[config.mk]
export PLATFORM = sky130hd
export DESIGN_NAME = gmii_ifg_monitor
export DESIGN_NICKNAME = d
export VERILOG_FILES = /design/src/rtl/gmii_pkg.sv /design/src/rtl/sat_counter.sv /design/src/rtl/gmii_ifg_monitor.sv
export SDC_FILE = /design/constraint.sdc
export NUM_CORES = 1
export LEC_CHECK = 0
export BUFFER_PORTS_ARGS = -buffer_cell sky130_fd_sc_hd__buf_4
export CAP_MARGIN = 20
export CORE_MARGIN = 4
export CORE_UTILIZATION = 51
export CTS_BUF_LIST = sky130_fd_sc_hd__clkbuf_16
export DETAILED_ROUTE_END_ITERATION = 8
export PLACE_DENSITY = 0.73
export SYNTH_ARGS = -nofsm -noshare
export SYNTH_HDL_FRONTEND = slang
export SYNTH_SLANG_ARGS = --single-unit
export TNS_END_PERCENT = 20
[constraint.sdc]
create_clock -name clk -period 2.2 [get_ports clk]
set_input_delay 0.55 -clock clk [delete_from_list [all_inputs] [get_ports clk]]
set_output_delay 0.55 -clock clk [all_outputs]
set_load 0.02 [all_outputs]
[src/rtl/gmii_pkg.sv]
// Shared definitions for the GMII inter-frame-gap monitor: FSM encoding and
// preamble/SFD constants.
package gmii_pkg;

  typedef enum logic [1:0] {
    StIdle,
    StPreamble,
    StData,
    StGap
  } mon_state_e;

  localparam logic [7:0]  PREAMBLE_BYTE    = 8'h55;
  localparam logic [7:0]  SFD_BYTE         = 8'hD5;
  localparam int unsigned MAX_PREAMBLE_LEN = 8;

endpackage

[src/rtl/sat_counter.sv]
// Saturating up-counter with synchronous clear; clear has priority over increment.
module sat_counter #(
  parameter int unsigned Width = 32
) (
  input  logic             clk,
  input  logic             resetn,
  input  logic             inc_i,
  input  logic             clr_i,
  output logic [Width-1:0] cnt_o
);

  logic [Width-1:0] cnt_q, cnt_d;

  always_comb begin
    cnt_d = cnt_q;
    if (clr_i) begin
      cnt_d = '0;
    end else if (inc_i && (cnt_q != '1)) begin
      cnt_d = cnt_q + Width'(1);
    end
  end

  always_ff @(posedge clk or negedge resetn) begin
    if (!resetn) begin
      cnt_q <= '0;
    end else begin
      cnt_q <= cnt_d;
    end
  end

  assign cnt_o = cnt_q;

endmodule

[src/rtl/gmii_ifg_monitor.sv]
// GMII frame/inter-frame-gap monitor: frame, gap-violation, error counters and gap/length stats.
// Build option: define GMII_IFG_MON_PREAMBLE_CHECK_EN to enable preamble/SFD checking.
module gmii_ifg_monitor
  import gmii_pkg::*;
#(
  parameter int unsigned CNT_WIDTH = 32,
  parameter int unsigned LEN_WIDTH = 16
) (
  input  logic                 clk,
  input  logic                 resetn,
  input  logic [7:0]           gmii_d_in,
  input  logic                 gmii_en_in,
  input  logic                 gmii_er_in,
  input  logic [LEN_WIDTH-1:0] min_ifg,
  input  logic                 clear,
  output logic [CNT_WIDTH-1:0] frame_cnt,
  output logic [CNT_WIDTH-1:0] gap_viol_cnt,
  output logic [CNT_WIDTH-1:0] er_frame_cnt,
  output logic [CNT_WIDTH-1:0] preamble_err_cnt,
  output logic [LEN_WIDTH-1:0] last_ifg,
  output logic [LEN_WIDTH-1:0] min_ifg_seen,
  output logic [LEN_WIDTH-1:0] last_frame_len,
  output logic                 frame_done
);

`ifdef GMII_IFG_MON_PREAMBLE_CHECK_EN
  localparam logic PreambleCheck = 1'b1;
`else
  localparam logic PreambleCheck = 1'b0;
`endif

  localparam int unsigned          PreCntW    = $clog2(MAX_PREAMBLE_LEN);
  localparam logic [PreCntW-1:0]   PreCntLast = PreCntW'(MAX_PREAMBLE_LEN - 1);

  logic [7:0]           d_q;
  logic                 en_q, er_q, armed_q;
  mon_state_e           state_q, state_d;
  logic [LEN_WIDTH-1:0] len_q, len_d, gap_q, gap_d;
  logic [PreCntW-1:0]   pre_cnt_q, pre_cnt_d;
  logic                 pre_err_q, pre_err_d, er_seen_q, er_seen_d, skip_q, skip_d;
  logic [LEN_WIDTH-1:0] last_ifg_q, last_ifg_d, min_seen_q, min_seen_d;
  logic [LEN_WIDTH-1:0] last_len_q, last_len_d;
  logic                 frame_done_q;
  logic                 in_frame, start, frame_end, measure;
  logic                 pre_byte, sfd_byte, pre_room;
  logic                 viol_inc, er_inc, perr_inc;

  // en_q resets high so a frame already in flight at reset release is ignored until en drops.
  always_ff @(posedge clk or negedge resetn) begin
    if (!resetn) begin
      d_q     <= '0;
      en_q    <= 1'b1;
      er_q    <= 1'b0;
      armed_q <= 1'b0;
    end else begin
      d_q     <= gmii_d_in;
      en_q    <= gmii_en_in;
      er_q    <= gmii_er_in;
      armed_q <= armed_q | ~en_q;
    end
  end

  always_ff @(posedge clk or negedge resetn) begin
    if (!resetn) begin
      state_q <= StIdle;
    end else begin
      state_q <= state_d;
    end
  end

  always_comb begin
    pre_byte  = (d_q == PREAMBLE_BYTE);
    sfd_byte  = (d_q == SFD_BYTE);
    pre_room  = (pre_cnt_q != PreCntLast);
    in_frame  = (state_q == StPreamble) || (state_q == StData);
    frame_end = in_frame && !en_q;
    start     = en_q && ((state_q == StGap) || ((state_q == StIdle) && armed_q));
    measure   = start && (state_q == StGap) && !skip_q;
  end

  always_comb begin
    state_d = state_q;
    unique case (state_q)
      StIdle, StGap: begin
        if (start) state_d = (PreambleCheck && pre_byte) ? StPreamble : StData;
      end
      StPreamble: begin
        if (!en_q) state_d = StGap;
        else if (!(pre_byte && pre_room)) state_d = StData;
      end
      StData: begin
        if (!en_q) state_d = StGap;
      end
      default: state_d = StIdle;
    endcase
  end

  always_comb begin
    len_d      = len_q;
    gap_d      = gap_q;
    pre_cnt_d  = pre_cnt_q;
    pre_err_d  = pre_err_q;
    er_seen_d  = er_seen_q;
    skip_d     = skip_q;
    last_ifg_d = last_ifg_q;
    min_seen_d = min_seen_q;
    last_len_d = last_len_q;

    if (start) begin
      len_d     = LEN_WIDTH'(1);
      pre_cnt_d = PreCntW'(1);
      pre_err_d = PreambleCheck && !pre_byte;
      er_seen_d = er_q;
      skip_d    = 1'b0;
    end else if (in_frame && en_q) begin
      if (len_q != '1) len_d = len_q + LEN_WIDTH'(1);
      er_seen_d = er_seen_q | er_q;
      if (state_q == StPreamble) begin
        if (pre_byte && pre_room) pre_cnt_d = pre_cnt_q + PreCntW'(1);
        else if (!sfd_byte) pre_err_d = 1'b1;
      end
    end

    if (frame_end) begin
      gap_d      = LEN_WIDTH'(1);
      last_len_d = len_q;
    end else if ((state_q == StGap) && !en_q && (gap_q != '1)) begin
      gap_d = gap_q + LEN_WIDTH'(1);
    end

    if (measure) begin
      last_ifg_d = gap_q;
      if (gap_q < min_seen_q) min_seen_d = gap_q;
    end

    if (clear) begin
      last_ifg_d = '0;
      last_len_d = '0;
      min_seen_d = '1;
      skip_d     = 1'b1;
    end
  end

  always_comb begin
    viol_inc = measure && (gap_q < min_ifg);
    er_inc   = frame_end && er_seen_q;
    // Ending while still in the preamble means the SFD never arrived.
    perr_inc = frame_end && (pre_err_q || (state_q == StPreamble));
  end

  always_ff @(posedge clk or negedge resetn) begin
    if (!resetn) begin
      len_q        <= '0;
      gap_q        <= '0;
      pre_cnt_q    <= '0;
      pre_err_q    <= 1'b0;
      er_seen_q    <= 1'b0;
      skip_q       <= 1'b1;
      last_ifg_q   <= '0;
      min_seen_q   <= '1;
      last_len_q   <= '0;
      frame_done_q <= 1'b0;
    end else begin
      len_q        <= len_d;
      gap_q        <= gap_d;
      pre_cnt_q    <= pre_cnt_d;
      pre_err_q    <= pre_err_d;
      er_seen_q    <= er_seen_d;
      skip_q       <= skip_d;
      last_ifg_q   <= last_ifg_d;
      min_seen_q   <= min_seen_d;
      last_len_q   <= last_len_d;
      frame_done_q <= frame_end;
    end
  end

  sat_counter #(.Width(CNT_WIDTH)) u_frame_cnt (
    .clk    (clk),
    .resetn (resetn),
    .inc_i  (frame_end),
    .clr_i  (clear),
    .cnt_o  (frame_cnt)
  );

  sat_counter #(.Width(CNT_WIDTH)) u_gap_viol_cnt (
    .clk    (clk),
    .resetn (resetn),
    .inc_i  (viol_inc),
    .clr_i  (clear),
    .cnt_o  (gap_viol_cnt)
  );

  sat_counter #(.Width(CNT_WIDTH)) u_er_frame_cnt (
    .clk    (clk),
    .resetn (resetn),
    .inc_i  (er_inc),
    .clr_i  (clear),
    .cnt_o  (er_frame_cnt)
  );

`ifdef GMII_IFG_MON_PREAMBLE_CHECK_EN
  sat_counter #(.Width(CNT_WIDTH)) u_preamble_err_cnt (
    .clk    (clk),
    .resetn (resetn),
    .inc_i  (perr_inc),
    .clr_i  (clear),
    .cnt_o  (preamble_err_cnt)
  );
`else
  logic unused_perr;
  assign unused_perr      = perr_inc;
  assign preamble_err_cnt = '0;
`endif

  assign last_ifg       = last_ifg_q;
  assign min_ifg_seen   = min_seen_q;
  assign last_frame_len = last_len_q;
  assign frame_done     = frame_done_q;

endmodule

==> results of run 1 <==
## placed cells by master (no fill, tap or decap), types with 5 or more instances in the layout
cell and instances:
xor2_1 41, mux2i_1 7, o31ai_1 21, or3_1 15, nand4_1 45, and2_1 7, and3_1 28, a21oi_2 8
nor2_1 99, or4_1 18, nor2b_1 9, clkbuf_16 17, dfstp_2 18, o21ai_0 37, xnor2_1 37, buf_4 247
nor3_1 16, a21oi_1 74, inv_2 5, nor4_1 12, inv_1 43, ha_4 9, conb_1 32, nor4b_1 5
nor3_2 5, and4_1 13, buf_12 7, dfrtp_1 176, nand3_1 79, nand2b_1 5, ha_1 32, nand2_1 130
## per-layer routing
layer	global-route usage [%]	vias up	wire length, um
met4	5.39	0	225
met5	0	-	0
met3	3.93	15	1540
met2	38.9	254	13600
li1	-	4502	-
met1	33.2	4629	12600
## cell usage after synthesis (4+ instances only)
cell type	count
clkbuf_1	31
and3_1	28
nor4b_1	5
dfstp_2	18
nor2_1	100
nand2b_1	6
nor3_1	21
buf_1	5
nor4_1	14
and4_1	13
buf_2	9
nor2b_1	10
xor2_1	41
or3_1	15
xnor2_1	37
or4_1	21
ha_1	41
o211ai_1	4
nand2_1	130
o21ai_0	40
buf_4	35
nand3_1	80
mux2i_1	7
o31ai_1	22
nand4_1	45
a21o_1	4
dfrtp_1	177
and2_1	7
inv_1	49
a21oi_1	81
## timing repair
| item | 4_1_cts | 5_1_grt |
|---|---|---|
| endpoints found under the setup margin | 45 | 86 |
| gates resized for setup | 13 | 28 |
| buffers inserted | 0 | 3 |
| pin swaps | 2 | 10 |
| cloned | 1 | 0 |
## logic make-up (layout without fill, tap and decap cells)
kind of cell               Yosys count  in the layout  share of synthesized area [%]
buffers and inverters              132            339                           6.14
AOI/OAI and AO/OA                  177            177                           9.87
adders and majority gates           41             41                           4.77
DFF                                195            195                           45.5
other                                1             32                         0.0348
xor gates and xnor gates            78             78                           6.35
muxes                               11             11                           1.07
and+or+nand+nor                    525            525                           26.2
## critical path: stages, from the launching register on
cell,delay (ps)
dfrtp_1,430
ha_4,290
a21oi_1,80
o21ai_0,250
a21oi_2,80
o41ai_4,360
bufbuf_16,400
nor4_1,80
o21a_1,170
## worst min path at each step
stage	to	from	slack, ps	cells after the start
2_1_floorplan	armed_q	resetn	250	0
3_3_place_gp	er_seen_q	er_q	450	1
3_5_place_dp	armed_q	armed_q	460	1
4_1_cts	last_ifg[2]	resetn	60	1
5_1_grt	last_ifg[2]	resetn	70	1
6_report	last_ifg[2]	resetn	40	1
## layout make-up
type | count | area (sq um) | share of cell area [%]
multi-input cells | 864 | 5610 | 41.0
inverters | 49 | 186 | 1.36
clock buffers | 17 | 425 | 3.11
repair buffers | 258 | 2060 | 15.1
flip-flops and latches | 195 | 4900 | 35.9
clock inverters | 15 | 148 | 1.08
well taps | 270 | 338 | 2.47
## registers in the layout, indices dropped and copies added (netlist names)
name and cells:
er_seen_q 1, u_frame_cnt.cnt_o 32, state_q 2, armed_q 1
u_er_frame_cnt.cnt_o 32, last_ifg 16, skip_q 1, last_frame_len 16
min_ifg_seen 16, gap_q 16, frame_done 1, pre_cnt_q 3
en_q 1, d_q 8, u_gap_viol_cnt.cnt_o 32, len_q 16
er_q 1
## through the flow
step | area [sq um] | cells | power (mW)
2_1_floorplan | 11000 | 1191 | 4.93
4_1_cts | 13500 | 1665 | 8.63
6_report | 13700 | 1668 | 8.65
3_3_place_gp | 12800 | 1632 | 5.48
3_5_place_dp | 12800 | 1632 | 5.52
5_1_grt | 13700 | 1668 | 9.08
## report_power, final
group | switching, mW | leakage [nW] | internal [mW]
registers | 0.195 | 2.61 | 3.78
logic | 0.963 | 3.52 | 0.628
clock network | 1.48 | 0.284 | 1.60
total | 2.64 | 6.41 | 6.01
==> impl_metrics.yaml, run 1 <==
run_status:
  outcome: "finished, violations left"
  violations: "setup timing"
floorplan:
  dieArea_sq_um: 23500
  core.rowCount: 52
  die_w_um: 153
  initial_core_util_pct: 52.5
  pin_count: 206
  core_area_sq_um: 20500
  die_h_um: 153
placement:
  hpwl_mm: 19.5
  place_ws_ps: -362
  gpl.final_weighted_congestion: 0.878
  port_buffers: 173
cts:
  cts_buffer_depth: 2
  numClockSinks: 195
  cts_buffers: 17
  h-tree-depth: 4
  clockRootBuffer: "clkbuf_16"
  cts-hold-fix-buffers: 0
  insertion_delay_ps: 440
  clk_pin_slew_ps: 80
  cts_tree: "done"
logic_synthesis:
  synth_top_area_cell: "dfrtp_1"
  async_flop_share_pct: 100
  synth_area_per_cell_sq_um: 9.28
  synth-edff-count: 0
  synth_area_sq_um: 10800
  synth.top_cell.area_share_pct: 41.2
  yosysSeqAreaShare_pct: 45.5
  synth-main-ff-cell: "dfrtp_1"
  ys_top_cells_by_area: "dfrtp_1, ha_1, nand2_1"
  synth_warnings: 0
  synth_cells: 1160
  synth-seq-cells: 195
  netlist-cell-type-count: 74
timing:
  clock_skew_ps: 13.8
  fin_crit_sh_pct: 102
  worst_slack_ps: -44.8
  layout_min_cycle_time_ps: 2240
  fin_hold_ws_ps: 36.9
  setup_viol_count_final: 30
  hold_violations: 0
  rsz0062_at_grt: "true"
  final.setup.tns_ps: -543
  fmax_mhz: 445
  slew_violations: 0
  worstMarginPinSlew_ps: 545
  slew_headroom_pct: 63.7
job:
  maxCapViolCount: 0
detailed_routing:
  ant_nets: 0
  drc: 0
  vias: 9400
  routedWlPerCell_um: 16.8
  routed_via_density: 5.64
  dr.pass1.iters: 8
  routed_wl_mm: 28.0
  drt_iter0_markers: 656
worst_hold_path:
  holdCritPathClass: "primary input to asynchronous set/reset pin"
pwr:
  powerDensity_nw_per_um2: 632
  p_leak_nw: 6.41
  ir_drop_mv: 0.526
worst_setup_path:
  ff2ff_path_depth: 8
  r2r_start: "gap_q[5]"
  crit_required_ps: 2530
  crit_end: "u_gap_viol_cnt.cnt_o[16]"
  startpoint: "gap_q[5]"
  cp.arrival_ps: 2570
  critical_path_class: "flip-flop to flip-flop"
  rrSetupSlack_ps: -40
  start_kind: "flip-flop"
  rr_endpoint: "u_gap_viol_cnt.cnt_o[16]"
  endpoint_kind: "flip-flop"
  cp_max_fo: 29
finish:
  fillers: 1712
  drive_gt1_share_pct: 26.9
  fin_nets: 1455
  diodes: 0
  utilization_pct: 66.7
  area_growth_pct: 27.1
global_route:
  grt_pass1_wl_mm: 46.8
  first_global_vias: 9202
  grt_usage_pct: 23.7
  grt_max_degree: 100
  gr-total-overflow: 0
  antenna_found_initial: 0
Power figures use the tool's default switching activity.
==> run 2, diff against run 1 <==
--- a/config.mk
+++ b/config.mk
@@ -8,10 +8,10 @@
 export BUFFER_PORTS_ARGS = -buffer_cell sky130_fd_sc_hd__buf_4
 export CAP_MARGIN = 20
 export CORE_MARGIN = 4
-export CORE_UTILIZATION = 51
+export CORE_UTILIZATION = 50
 export CTS_BUF_LIST = sky130_fd_sc_hd__clkbuf_16
 export DETAILED_ROUTE_END_ITERATION = 8
-export PLACE_DENSITY = 0.73
+export PLACE_DENSITY = 0.72
 export SYNTH_ARGS = -nofsm -noshare
 export SYNTH_HDL_FRONTEND = slang
 export SYNTH_SLANG_ARGS = --single-unit
==> impl_metrics.yaml, run 2 (synthesis gave the netlist of run 1 again) <==
run_status:
  outcome: "finished, violations left"
  violations: "setup timing"
detailed_routing:
  routedWlPerCell_um: 17.3
  ant_nets: 0
  drc: 0
  top_layer: "met4"
  dr.pass1.iters: 5
  routed_via_density: 5.71
  routed_wl_mm: 29.3
  route.layer.met1.wl_mm: 12.4
  wl_met2_mm: 14.3
  drt_iter0_markers: 655
  met3_length_mm: 2.04
  vias: 9696
floorplan:
  pin_count: 206
  dieArea_sq_um: 23900
  die_w_um: 155
  core.rowCount: 53
  core_area_sq_um: 21100
  die_h_um: 155
  initial_core_util_pct: 51.0
finish:
  utilization_pct: 65.8
  multi_input_comb_area_sq_um: 5630
  final_area_sq_um: 13900
  fin_nets: 1479
  final_common_cell: "buf_4"
  drive_gt1_share_pct: 27.9
  regArea_sq_um: 4900
  fillers: 1687
  layout_common_cells: "buf_4, dfrtp_1, nand2_1"
  area_growth_pct: 28.8
  diodes: 0
pwr:
  p_int_mw: 6.10
  clock_power_share_pct: 35.3
  total_power_mw: 8.67
  powerDensity_nw_per_um2: 625
  seqPwrFrac_pct: 45.9
  p_comb_share_pct: 18.8
  sw_frac_of_total_pct: 29.6
  power.switching_mw: 2.57
  p_leak_nw: 6.56
  ir_drop_mv: 0.524
timing:
  rsz0062_at_grt: "true"
  layout_min_cycle_time_ps: 2300
  fmax_mhz: 436
  hold_violations: 0
  worstMarginPinSlew_ps: 691
  slew_violations: 0
  clock_skew_ps: 13.8
  slew_headroom_pct: 53.9
  setup_viol_count_final: 22
  worst_slack_ps: -95.7
  fin_crit_sh_pct: 104
  fin_hold_ws_ps: 64.0
worst_hold_path:
  holdCritPathClass: "primary input to asynchronous set/reset pin"
worst_setup_path:
  cp_max_fo: 30
  path_delay_family: "compound AO/OA/AOI/OAI gates"
  cp.arrival_ps: 2650
  crit_required_ps: 2550
  endpoint_kind: "flip-flop"
  timing.critical_path.buf_inv: 1
  cp_slowest_stage_delay_ps: 520
  path_cells: "ha_4 > a211oi_2 > o21ai_1 > a21oi_2 > o41ai_4 > buf_12 > or4_4 > a21oi_1"
  start_kind: "flip-flop"
  critical_path_class: "flip-flop to flip-flop"
  cpMaxStageDelayCell: "or4_4"
cts:
  insertion_delay_ps: 440
  numClockSinks: 195
  cts_buffer_depth: 2
  cts-hold-fix-buffers: 0
  clk_pin_slew_ps: 70
  clockRootBuffer: "clkbuf_16"
  cts_tree: "done"
  h-tree-depth: 4
  cts_buffers: 17
placement:
  port_buffers: 173
  gpl.final_weighted_congestion: 0.840
  hpwl_mm: 20.3
  place_ws_ps: -379
  postPlaceCellArea_sq_um: 12900
global_route:
  antenna_found_initial: 0
  grt_usage_pct: 23.9
  gr-total-overflow: 0
  grt_pass1_wl_mm: 46.9
  first_global_vias: 9287
  grt_max_degree: 74
job:
  maxCapViolCount: 0
[run 2: what timing repair did]
action,CTS,global route
cloned,1,1
resized for setup,14,37
endpoints found under the setup margin,72,80
pin swaps,3,18
buffers inserted,1,11
endpoints found under the hold margin,0,0
[run 2: layout make-up]
cell class,instances,area share (%)
sequential,195,35.4
inverter,49,1.34
timing repair buffer,282,16.1
clock inverter,15,1.06
tap,275,2.48
multi-input combinational,864,40.6
clock buffer,17,3.07
[run 2: metal layers]
| layer | vias to the layer above | GRT usage (%) |
|---|---|---|
| met3 | 49 | 4.45 |
| met5 | - | 0 |
| li1 | 4551 | - |
| met2 | 357 | 39.1 |
| met4 | 0 | 6.60 |
| met1 | 4739 | 32.7 |
[run 2: per-stage QoR]
stage | std cells | setup TNS, ps
final | 1697 | -1060
after global routing | 1697 | -3300
after CTS | 1685 | -179
after detailed placement | 1651 | -13330
after global placement | 1651 | -11340
after floorplan | 1191 | -14.8
[run 2: worst register-to-register path, delay by kind of cell, from the launching register on]
kind | cells | cell delay, ps
buffers and inverters | 1 | 190
AO/OA/AOI/OAI | 5 | 830
adder cells (fa/ha/maj) | 1 | 260
flip-flops | 1 | 420
AND/OR/NAND/NOR | 1 | 520
[run 2: worst paths after layout]
| check | start | endpoint | slack (ps) | cells past startpoint |
|---|---|---|---|---|
| setup / recovery | gap_q[2] | u_gap_viol_cnt.cnt_o[31] | -100 | 8 |
| hold / removal | resetn | gap_q[3] | 60 | 1 |
| setup reg to reg | gap_q[2] | u_gap_viol_cnt.cnt_o[31] | -100 | 8 |
| hold reg to reg | skip_q | skip_q | 460 | 2 |
| max in group asynchronous | resetn | skip_q | 1440 | 2 |
| min in group clk | gmii_en_in | en_q | 220 | 1 |
[run 2: power groups by stage]
stage	sequential, mW	clock (mW)	combinational [mW]
2_1_floorplan	4.10	0	0.825
3_3_place_gp	4.04	0	1.48
3_5_place_dp	4.04	0	1.51
4_1_cts	3.98	3.12	1.56
5_1_grt	4.00	3.28	1.79
6_report	3.98	3.06	1.63
